$ cat config.mk
export PLATFORM = sky130hd
export DESIGN_NAME = pipe_hazard_ctrl_flat
export DESIGN_NICKNAME = d
export VERILOG_FILES = /design/src/rtl/pipe_hazard_ctrl_if.sv /design/src/rtl/pipe_hazard_ctrl.sv /design/src/flat_wrapper.sv
export SDC_FILE = /design/constraint.sdc
export NUM_CORES = 1
export LEC_CHECK = 0
export ABC_AREA = 1
export CAP_MARGIN = 20
export CORE_ASPECT_RATIO = 2
export CORE_MARGIN = 2
export CORE_UTILIZATION = 50
export CTS_CLUSTER_DIAMETER = 120
export DETAILED_ROUTE_END_ITERATION = 6
export PLACE_DENSITY_LB_ADDON = 0.2
export SKIP_CTS_REPAIR_TIMING = 1
export SLEW_MARGIN = 15
export SYNTH_ARGS = -nofsm -noshare
export SYNTH_HDL_FRONTEND = slang
export SYNTH_SLANG_ARGS = --single-unit
export TNS_END_PERCENT = 10
$ cat constraint.sdc
create_clock -name clk -period 3.1 [get_ports clk]
set_clock_uncertainty 0.1 [all_clocks]
set_input_delay 0.62 -clock clk [delete_from_list [all_inputs] [get_ports clk]]
set_output_delay 0.62 -clock clk [all_outputs]
set_load 0.01 [all_outputs]
$ cat src/rtl/pipe_hazard_ctrl_if.sv
// Bundle of the signals exchanged between the 5-stage datapath/decoder and the
// pipeline hazard controller. master = datapath side, slave = controller.
interface pipe_hazard_ctrl_if #(
    parameter int CNT_W = 16
);
    logic [4:0]       id_rs1;
    logic [4:0]       id_rs2;
    logic             id_use_rs1;
    logic             id_use_rs2;
    logic [4:0]       ex_rd;
    logic             ex_rf_le;
    logic             ex_l;
    logic [4:0]       mem_rd;
    logic             mem_rf_le;
    logic [4:0]       wb_rd;
    logic             wb_rf_le;
    logic             ex_redirect;
    logic             ex_annul_ds;
    // mem_req/mem_rdy: the access is pending while mem_req=1; it completes in a
    // cycle where mem_req=1 and mem_rdy=1, and the pipe advances in that cycle.
    logic             mem_req;
    logic             mem_rdy;
    logic             pc_le;
    logic             pc_sel_tgt;
    logic             ifid_le;
    logic             ifid_flush;
    logic             idex_le;
    logic             idex_nop;
    logic             exmem_le;
    logic             memwb_le;
    logic [1:0]       fwd_a;
    logic [1:0]       fwd_b;
    logic             mem_err;
    logic [CNT_W-1:0] stall_cnt;
    logic [CNT_W-1:0] flush_cnt;
    logic [1:0]       state_dbg;

    modport master (
        output id_rs1, id_rs2, id_use_rs1, id_use_rs2, ex_rd, ex_rf_le, ex_l,
               mem_rd, mem_rf_le, wb_rd, wb_rf_le, ex_redirect, ex_annul_ds,
               mem_req, mem_rdy,
        input  pc_le, pc_sel_tgt, ifid_le, ifid_flush, idex_le, idex_nop,
               exmem_le, memwb_le, fwd_a, fwd_b, mem_err, stall_cnt, flush_cnt,
               state_dbg
    );

    modport slave (
        input  id_rs1, id_rs2, id_use_rs1, id_use_rs2, ex_rd, ex_rf_le, ex_l,
               mem_rd, mem_rf_le, wb_rd, wb_rf_le, ex_redirect, ex_annul_ds,
               mem_req, mem_rdy,
        output pc_le, pc_sel_tgt, ifid_le, ifid_flush, idex_le, idex_nop,
               exmem_le, memwb_le, fwd_a, fwd_b, mem_err, stall_cnt, flush_cnt,
               state_dbg
    );
endinterface

$ cat src/rtl/pipe_hazard_ctrl.sv
// Pipeline sequencer: load-use bubbles, branch redirect flushes, memory-wait
// freeze with watchdog, and ID-stage operand forwarding selects.
module pipe_hazard_ctrl #(
    parameter int MEM_TIMEOUT = 64,
    parameter int CNT_W       = 16
) (
    input logic               clk,
    input logic               rst_n,
    pipe_hazard_ctrl_if.slave bus
);
    typedef enum logic [1:0] {
        ST_RUN     = 2'd0,
        ST_LDSTALL = 2'd1,
        ST_MWAIT   = 2'd2,
        ST_ERR     = 2'd3
    } state_t;

    state_t           state;
    logic [15:0]      wait_cnt;
    logic [CNT_W-1:0] stall_q;
    logic [CNT_W-1:0] flush_q;
    logic             mem_err_q;

    logic hazard, freeze, is_err, frozen, advance, haz_act, redir_act;

    function automatic logic [1:0] fwd_sel(input logic [4:0] rs);
        if (rs == 5'd0)                                             return 2'b00;
        else if (bus.ex_rf_le && bus.ex_rd == rs && !bus.ex_l)      return 2'b01;
        else if (bus.mem_rf_le && bus.mem_rd == rs)                 return 2'b10;
        else if (bus.wb_rf_le && bus.wb_rd == rs)                   return 2'b11;
        else                                                        return 2'b00;
    endfunction

    always_comb begin
        hazard = bus.ex_l && bus.ex_rf_le && (bus.ex_rd != 5'd0) &&
                 ((bus.id_use_rs1 && bus.id_rs1 == bus.ex_rd) ||
                  (bus.id_use_rs2 && bus.id_rs2 == bus.ex_rd));
        freeze = bus.mem_req && !bus.mem_rdy;
        is_err = (state == ST_ERR);
        // Once waiting, only mem_rdy releases the pipe, independent of mem_req.
        frozen    = !is_err && ((state == ST_MWAIT) ? !bus.mem_rdy : freeze);
        advance   = !is_err && !frozen;
        haz_act   = advance && hazard;
        redir_act = advance && !hazard && bus.ex_redirect;
    end

    assign bus.pc_le      = advance && !hazard;
    assign bus.pc_sel_tgt = redir_act;
    assign bus.ifid_le    = advance && !hazard;
    assign bus.ifid_flush = redir_act;
    assign bus.idex_le    = advance;
    assign bus.idex_nop   = haz_act || (redir_act && bus.ex_annul_ds);
    assign bus.exmem_le   = advance;
    assign bus.memwb_le   = advance;
    assign bus.fwd_a      = fwd_sel(bus.id_rs1);
    assign bus.fwd_b      = fwd_sel(bus.id_rs2);
    assign bus.mem_err    = mem_err_q;
    assign bus.stall_cnt  = stall_q;
    assign bus.flush_cnt  = flush_q;
    assign bus.state_dbg  = state;

    always_ff @(posedge clk or negedge rst_n) begin
        if (!rst_n) begin
            state     <= ST_RUN;
            wait_cnt  <= '0;
            stall_q   <= '0;
            flush_q   <= '0;
            mem_err_q <= 1'b0;
        end else begin
            if ((frozen || haz_act) && stall_q != {CNT_W{1'b1}})
                stall_q <= stall_q + CNT_W'(1);
            if (redir_act && flush_q != {CNT_W{1'b1}})
                flush_q <= flush_q + CNT_W'(1);

            case (state)
                ST_RUN: begin
                    if (freeze) begin
                        state    <= ST_MWAIT;
                        wait_cnt <= '0;
                    end else if (hazard) begin
                        state <= ST_LDSTALL;
                    end
                end
                ST_LDSTALL: begin
                    if (freeze) begin
                        state    <= ST_MWAIT;
                        wait_cnt <= '0;
                    end else begin
                        state <= ST_RUN;
                    end
                end
                ST_MWAIT: begin
                    if (bus.mem_rdy) begin
                        state <= ST_RUN;
                    end else if (wait_cnt == 16'(MEM_TIMEOUT - 1)) begin
                        state     <= ST_ERR;
                        mem_err_q <= 1'b1;
                    end else begin
                        wait_cnt <= wait_cnt + 16'd1;
                    end
                end
                default: state <= ST_ERR;
            endcase
        end
    end
endmodule

$ cat src/flat_wrapper.sv
// flat-port wrapper written by rule: the top's interface ports become plain ports
module pipe_hazard_ctrl_flat 
#(
    parameter int MEM_TIMEOUT = 64,
    parameter int CNT_W       = 16
)
  (clk, rst_n, bus_id_rs1, bus_id_rs2, bus_id_use_rs1, bus_id_use_rs2, bus_ex_rd, bus_ex_rf_le, bus_ex_l, bus_mem_rd, bus_mem_rf_le, bus_wb_rd, bus_wb_rf_le, bus_ex_redirect, bus_ex_annul_ds, bus_mem_req, bus_mem_rdy, bus_pc_le, bus_pc_sel_tgt, bus_ifid_le, bus_ifid_flush, bus_idex_le, bus_idex_nop, bus_exmem_le, bus_memwb_le, bus_fwd_a, bus_fwd_b, bus_mem_err, bus_stall_cnt, bus_flush_cnt, bus_state_dbg);
  pipe_hazard_ctrl_if #(.CNT_W(CNT_W)) bus_i ();
  input logic clk;
  input logic rst_n;
  input wire logic [$bits(bus_i.id_rs1)-1:0] bus_id_rs1;
  input wire logic [$bits(bus_i.id_rs2)-1:0] bus_id_rs2;
  input wire logic [$bits(bus_i.id_use_rs1)-1:0] bus_id_use_rs1;
  input wire logic [$bits(bus_i.id_use_rs2)-1:0] bus_id_use_rs2;
  input wire logic [$bits(bus_i.ex_rd)-1:0] bus_ex_rd;
  input wire logic [$bits(bus_i.ex_rf_le)-1:0] bus_ex_rf_le;
  input wire logic [$bits(bus_i.ex_l)-1:0] bus_ex_l;
  input wire logic [$bits(bus_i.mem_rd)-1:0] bus_mem_rd;
  input wire logic [$bits(bus_i.mem_rf_le)-1:0] bus_mem_rf_le;
  input wire logic [$bits(bus_i.wb_rd)-1:0] bus_wb_rd;
  input wire logic [$bits(bus_i.wb_rf_le)-1:0] bus_wb_rf_le;
  input wire logic [$bits(bus_i.ex_redirect)-1:0] bus_ex_redirect;
  input wire logic [$bits(bus_i.ex_annul_ds)-1:0] bus_ex_annul_ds;
  input wire logic [$bits(bus_i.mem_req)-1:0] bus_mem_req;
  input wire logic [$bits(bus_i.mem_rdy)-1:0] bus_mem_rdy;
  output wire logic [$bits(bus_i.pc_le)-1:0] bus_pc_le;
  output wire logic [$bits(bus_i.pc_sel_tgt)-1:0] bus_pc_sel_tgt;
  output wire logic [$bits(bus_i.ifid_le)-1:0] bus_ifid_le;
  output wire logic [$bits(bus_i.ifid_flush)-1:0] bus_ifid_flush;
  output wire logic [$bits(bus_i.idex_le)-1:0] bus_idex_le;
  output wire logic [$bits(bus_i.idex_nop)-1:0] bus_idex_nop;
  output wire logic [$bits(bus_i.exmem_le)-1:0] bus_exmem_le;
  output wire logic [$bits(bus_i.memwb_le)-1:0] bus_memwb_le;
  output wire logic [$bits(bus_i.fwd_a)-1:0] bus_fwd_a;
  output wire logic [$bits(bus_i.fwd_b)-1:0] bus_fwd_b;
  output wire logic [$bits(bus_i.mem_err)-1:0] bus_mem_err;
  output wire logic [$bits(bus_i.stall_cnt)-1:0] bus_stall_cnt;
  output wire logic [$bits(bus_i.flush_cnt)-1:0] bus_flush_cnt;
  output wire logic [$bits(bus_i.state_dbg)-1:0] bus_state_dbg;
  assign bus_i.id_rs1 = bus_id_rs1;
  assign bus_i.id_rs2 = bus_id_rs2;
  assign bus_i.id_use_rs1 = bus_id_use_rs1;
  assign bus_i.id_use_rs2 = bus_id_use_rs2;
  assign bus_i.ex_rd = bus_ex_rd;
  assign bus_i.ex_rf_le = bus_ex_rf_le;
  assign bus_i.ex_l = bus_ex_l;
  assign bus_i.mem_rd = bus_mem_rd;
  assign bus_i.mem_rf_le = bus_mem_rf_le;
  assign bus_i.wb_rd = bus_wb_rd;
  assign bus_i.wb_rf_le = bus_wb_rf_le;
  assign bus_i.ex_redirect = bus_ex_redirect;
  assign bus_i.ex_annul_ds = bus_ex_annul_ds;
  assign bus_i.mem_req = bus_mem_req;
  assign bus_i.mem_rdy = bus_mem_rdy;
  assign bus_pc_le = bus_i.pc_le;
  assign bus_pc_sel_tgt = bus_i.pc_sel_tgt;
  assign bus_ifid_le = bus_i.ifid_le;
  assign bus_ifid_flush = bus_i.ifid_flush;
  assign bus_idex_le = bus_i.idex_le;
  assign bus_idex_nop = bus_i.idex_nop;
  assign bus_exmem_le = bus_i.exmem_le;
  assign bus_memwb_le = bus_i.memwb_le;
  assign bus_fwd_a = bus_i.fwd_a;
  assign bus_fwd_b = bus_i.fwd_b;
  assign bus_mem_err = bus_i.mem_err;
  assign bus_stall_cnt = bus_i.stall_cnt;
  assign bus_flush_cnt = bus_i.flush_cnt;
  assign bus_state_dbg = bus_i.state_dbg;
  pipe_hazard_ctrl #(.MEM_TIMEOUT(MEM_TIMEOUT), .CNT_W(CNT_W)) u_core (.clk(clk), .rst_n(rst_n), .bus(bus_i));
endmodule
==> impl_metrics.json <==
{
  "outcome": "finished, violations left",
  "violations": "setup timing",
  "layoutNonFillerInstCount": 734,
  "dieArea_mm2": 0.00816,
  "critPathLaunchType": "input port",
  "path_class": "input port to output pin",
  "firstDrtPassIters": 5,
  "cts_buffer_depth": 2,
  "synthTopCellsByArea": "dfrtp_1 (34%), nand2_1 (17%), inv_1 (7.1%)",
  "layout_setup_ws_ns": -0.188,
  "crit_family": "buffers and inverters",
  "crit_chain": "clkdlybuf4s50_1 -> xor2_1 -> nor2_2 -> nand4_1 -> nand2_2 -> buf_4 -> a21oi_4 -> clkdlybuf4s50_1",
  "rsz0062_at_grt": "true",
  "synthMuxAreaShare": 0,
  "postRouteAntennaNets": 0,
  "crit_slowest_cell": "clkdlybuf4s50_1",
  "finalWirelength_mm": 9.96,
  "use_met2": 0.474,
  "place_hpwl_mm": 7.75,
  "vias": 4002,
  "track_usage": 0.249,
  "place_inst": 726,
  "use_met3": 0.0384,
  "synth_top_area_share": 0.344,
  "fmax_mhz": 304,
  "clk_pin_slew_ns": 0.07,
  "synth_cell_types": 38,
  "placed_area_mm2": 0.00472,
  "hold_violations": 0,
  "max-vdd-ir-drop_mv": 0.481,
  "fin_crit_ns": 3.29,
  "ys_seq_area_frac": 0.344,
  "cts_inserted_buffers": 5,
  "synth.avg_cell_area_um2": 6.82,
  "use_met1": 0.264,
  "grt_overflow": 0,
  "start_util": 0.514,
  "drtIter0Drc": 302,
  "final_cell_mix": "nand2_1 (165), clkdlybuf4s50_1 (71), inv_1 (70)",
  "synth_seq_cells": 51,
  "clk_latency_ns": 0.29,
  "gp_congestion": 0.986,
  "die_h_um": 126,
  "cp_num_buf_inv": 3,
  "setup_viol": 1,
  "synth_compound_area_frac": 0.0706,
  "grt_pass1_vias": 3803,
  "rows": 44,
  "area.growth.synth_to_final_pct": 32.4,
  "n_antenna_cell": 0,
  "pre_cts_ws_ns": -0.220,
  "grt_max_degree": 33,
  "yosys.area_share.simple": 0.419,
  "path_common_cell": "clkdlybuf4s50_1",
  "timing.hold.ws_ns": 0.162,
  "antenna_found_initial": 0,
  "layout_commonest_cell": "nand2_1",
  "cap_violations": 0,
  "ys_warn_count": 0,
  "drc": 0,
  "post-route-period-util": 1.06,
  "grt_pass1_wl_mm": 16.5,
  "fin_area_mm2": 0.00490,
  "routedWlPerCell_um": 13.6,
  "grt_busiest_layer": "met2",
  "synth_nets": 583,
  "synth_top_family_by_area": "simple AND/OR/NAND/NOR gates",
  "cts-root-buf": "clkbuf_16",
  "syn_inst": 543,
  "synth-adder-area-share": 0.0101,
  "relSlewSlack": 0.532,
  "cts_num_sinks": 51,
  "cp_slowest_stage_delay_ns": 0.57,
  "leakagePower_uw": 0.00245,
  "vias_per_cell": 5.45,
  "htree_levels": 2,
  "layout.nets": 681,
  "coreArea_mm2": 0.00721,
  "critPathRequiredTime_ns": 2.38,
  "cts_tree": "built",
  "hp-class": "input port to asynchronous set/reset pin",
  "yosysTopAreaCell": "dfrtp_1",
  "cp-end-kind": "output pin",
  "fillerInstances": 638,
  "arrival_ns": 2.57,
  "port_buffers": 83,
  "die_w_um": 64.9,
  "io_pins": 84,
  "power.total_uw": 2370,
  "powerDensity_mw_per_mm2": 483,
  "drive_above_1_share": 0.0903,
  "finalMaxSlewViolations": 0,
  "worst_slew_pin_slew_ns": 0.695,
  "syn-cell-area_mm2": 0.00370,
  "worstPathMaxFanout": 3,
  "synthXorXnorAreaFrac": 0.0473
}
synth_stat cells (all sizes together):
master and count:
o22ai 7, inv 76, nor3 20, a21oi 12, xnor2 6, clkbuf 1
o2111ai 2, nand2 169, nand3 42, dfrtp 51, o21bai 1, a211oi 3
nand4 43, o21ai 17, or2 2, and3 2, xor2 14, nand2b 2
buf 16, nor2 39, ha 3, a31o 1, nand3b 12, nor4 2
sequential cells by signal, summed over array words and instances, names as in the netlist:
| signal | flops |
|---|---|
| u_core.bus.state_dbg | 2 |
| u_core.bus.flush_cnt | 16 |
| u_core.wait_cnt | 16 |
| u_core.bus.stall_cnt | 16 |
| u_core.bus.mem_err | 1 |
worst reg2reg max path, delay by kind of cell (launching register included):
family	cells	cell delay [ns]
adder cells (fa/ha/maj)	1	0.23
flip-flops	1	0.40
AND/OR/NAND/NOR	8	1.41
final cells by class:
cell class | count | area (µm²) | share of cell area
inverters | 76 | 285 | 0.0582
well taps | 92 | 115 | 0.0235
flip-flops and latches | 51 | 1280 | 0.260
repair buffers | 108 | 1040 | 0.212
clock inverters | 3 | 23.8 | 0.00485
clock buffers | 5 | 125 | 0.0255
multi-input cells | 399 | 2040 | 0.415
stage by stage:
step / util / TNS [ns]
final: 0.680 / -0.188
after global routing: 0.680 / -0.233
after CTS: 0.675 / -1.19
after detailed placement: 0.654 / -1.11
after global placement: 0.654 / -1.06
after floorplan: - / 0
cells by family (layout without fill, tap and decap cells):
group                      Yosys count  in the layout
and+or+nand+nor                    333            333
buffers and inverters               93            192
DFF                                 51             51
AOI/OAI and AO/OA                   43             43
xor gates and xnor gates            20             20
adders and majority gates            3              3
final timing paths:
check,startpoint,to,slack (ns),depth (start not counted)
worst max register to register,u_core.bus.flush_cnt[0],u_core.bus.flush_cnt[13],0.90,9
min in group clk,u_core.bus.mem_err,u_core.bus.mem_err,0.38,1
max in group asynchronous,rst_n,u_core.bus.stall_cnt[1],1.95,2
worst max-delay path,bus_ex_rd[1],bus_ifid_le,-0.19,8
worst min-delay path,rst_n,u_core.wait_cnt[11],0.16,1
worst min register to register,u_core.bus.mem_err,u_core.bus.mem_err,0.38,1
metal layers:
layer  up-vias  routed length [µm]
met5         -                   0
met4         0                 296
met3        20                 431
met2       128                5560
met1      1881                3670
li1       1973                   -
power breakdown:
| group | internal, µW | switching, µW |
|---|---|---|
| combinational | 426 | 525 |
| clock | 302 | 253 |
| sequential | 752 | 110 |
(Power assumes the default switching activity.)
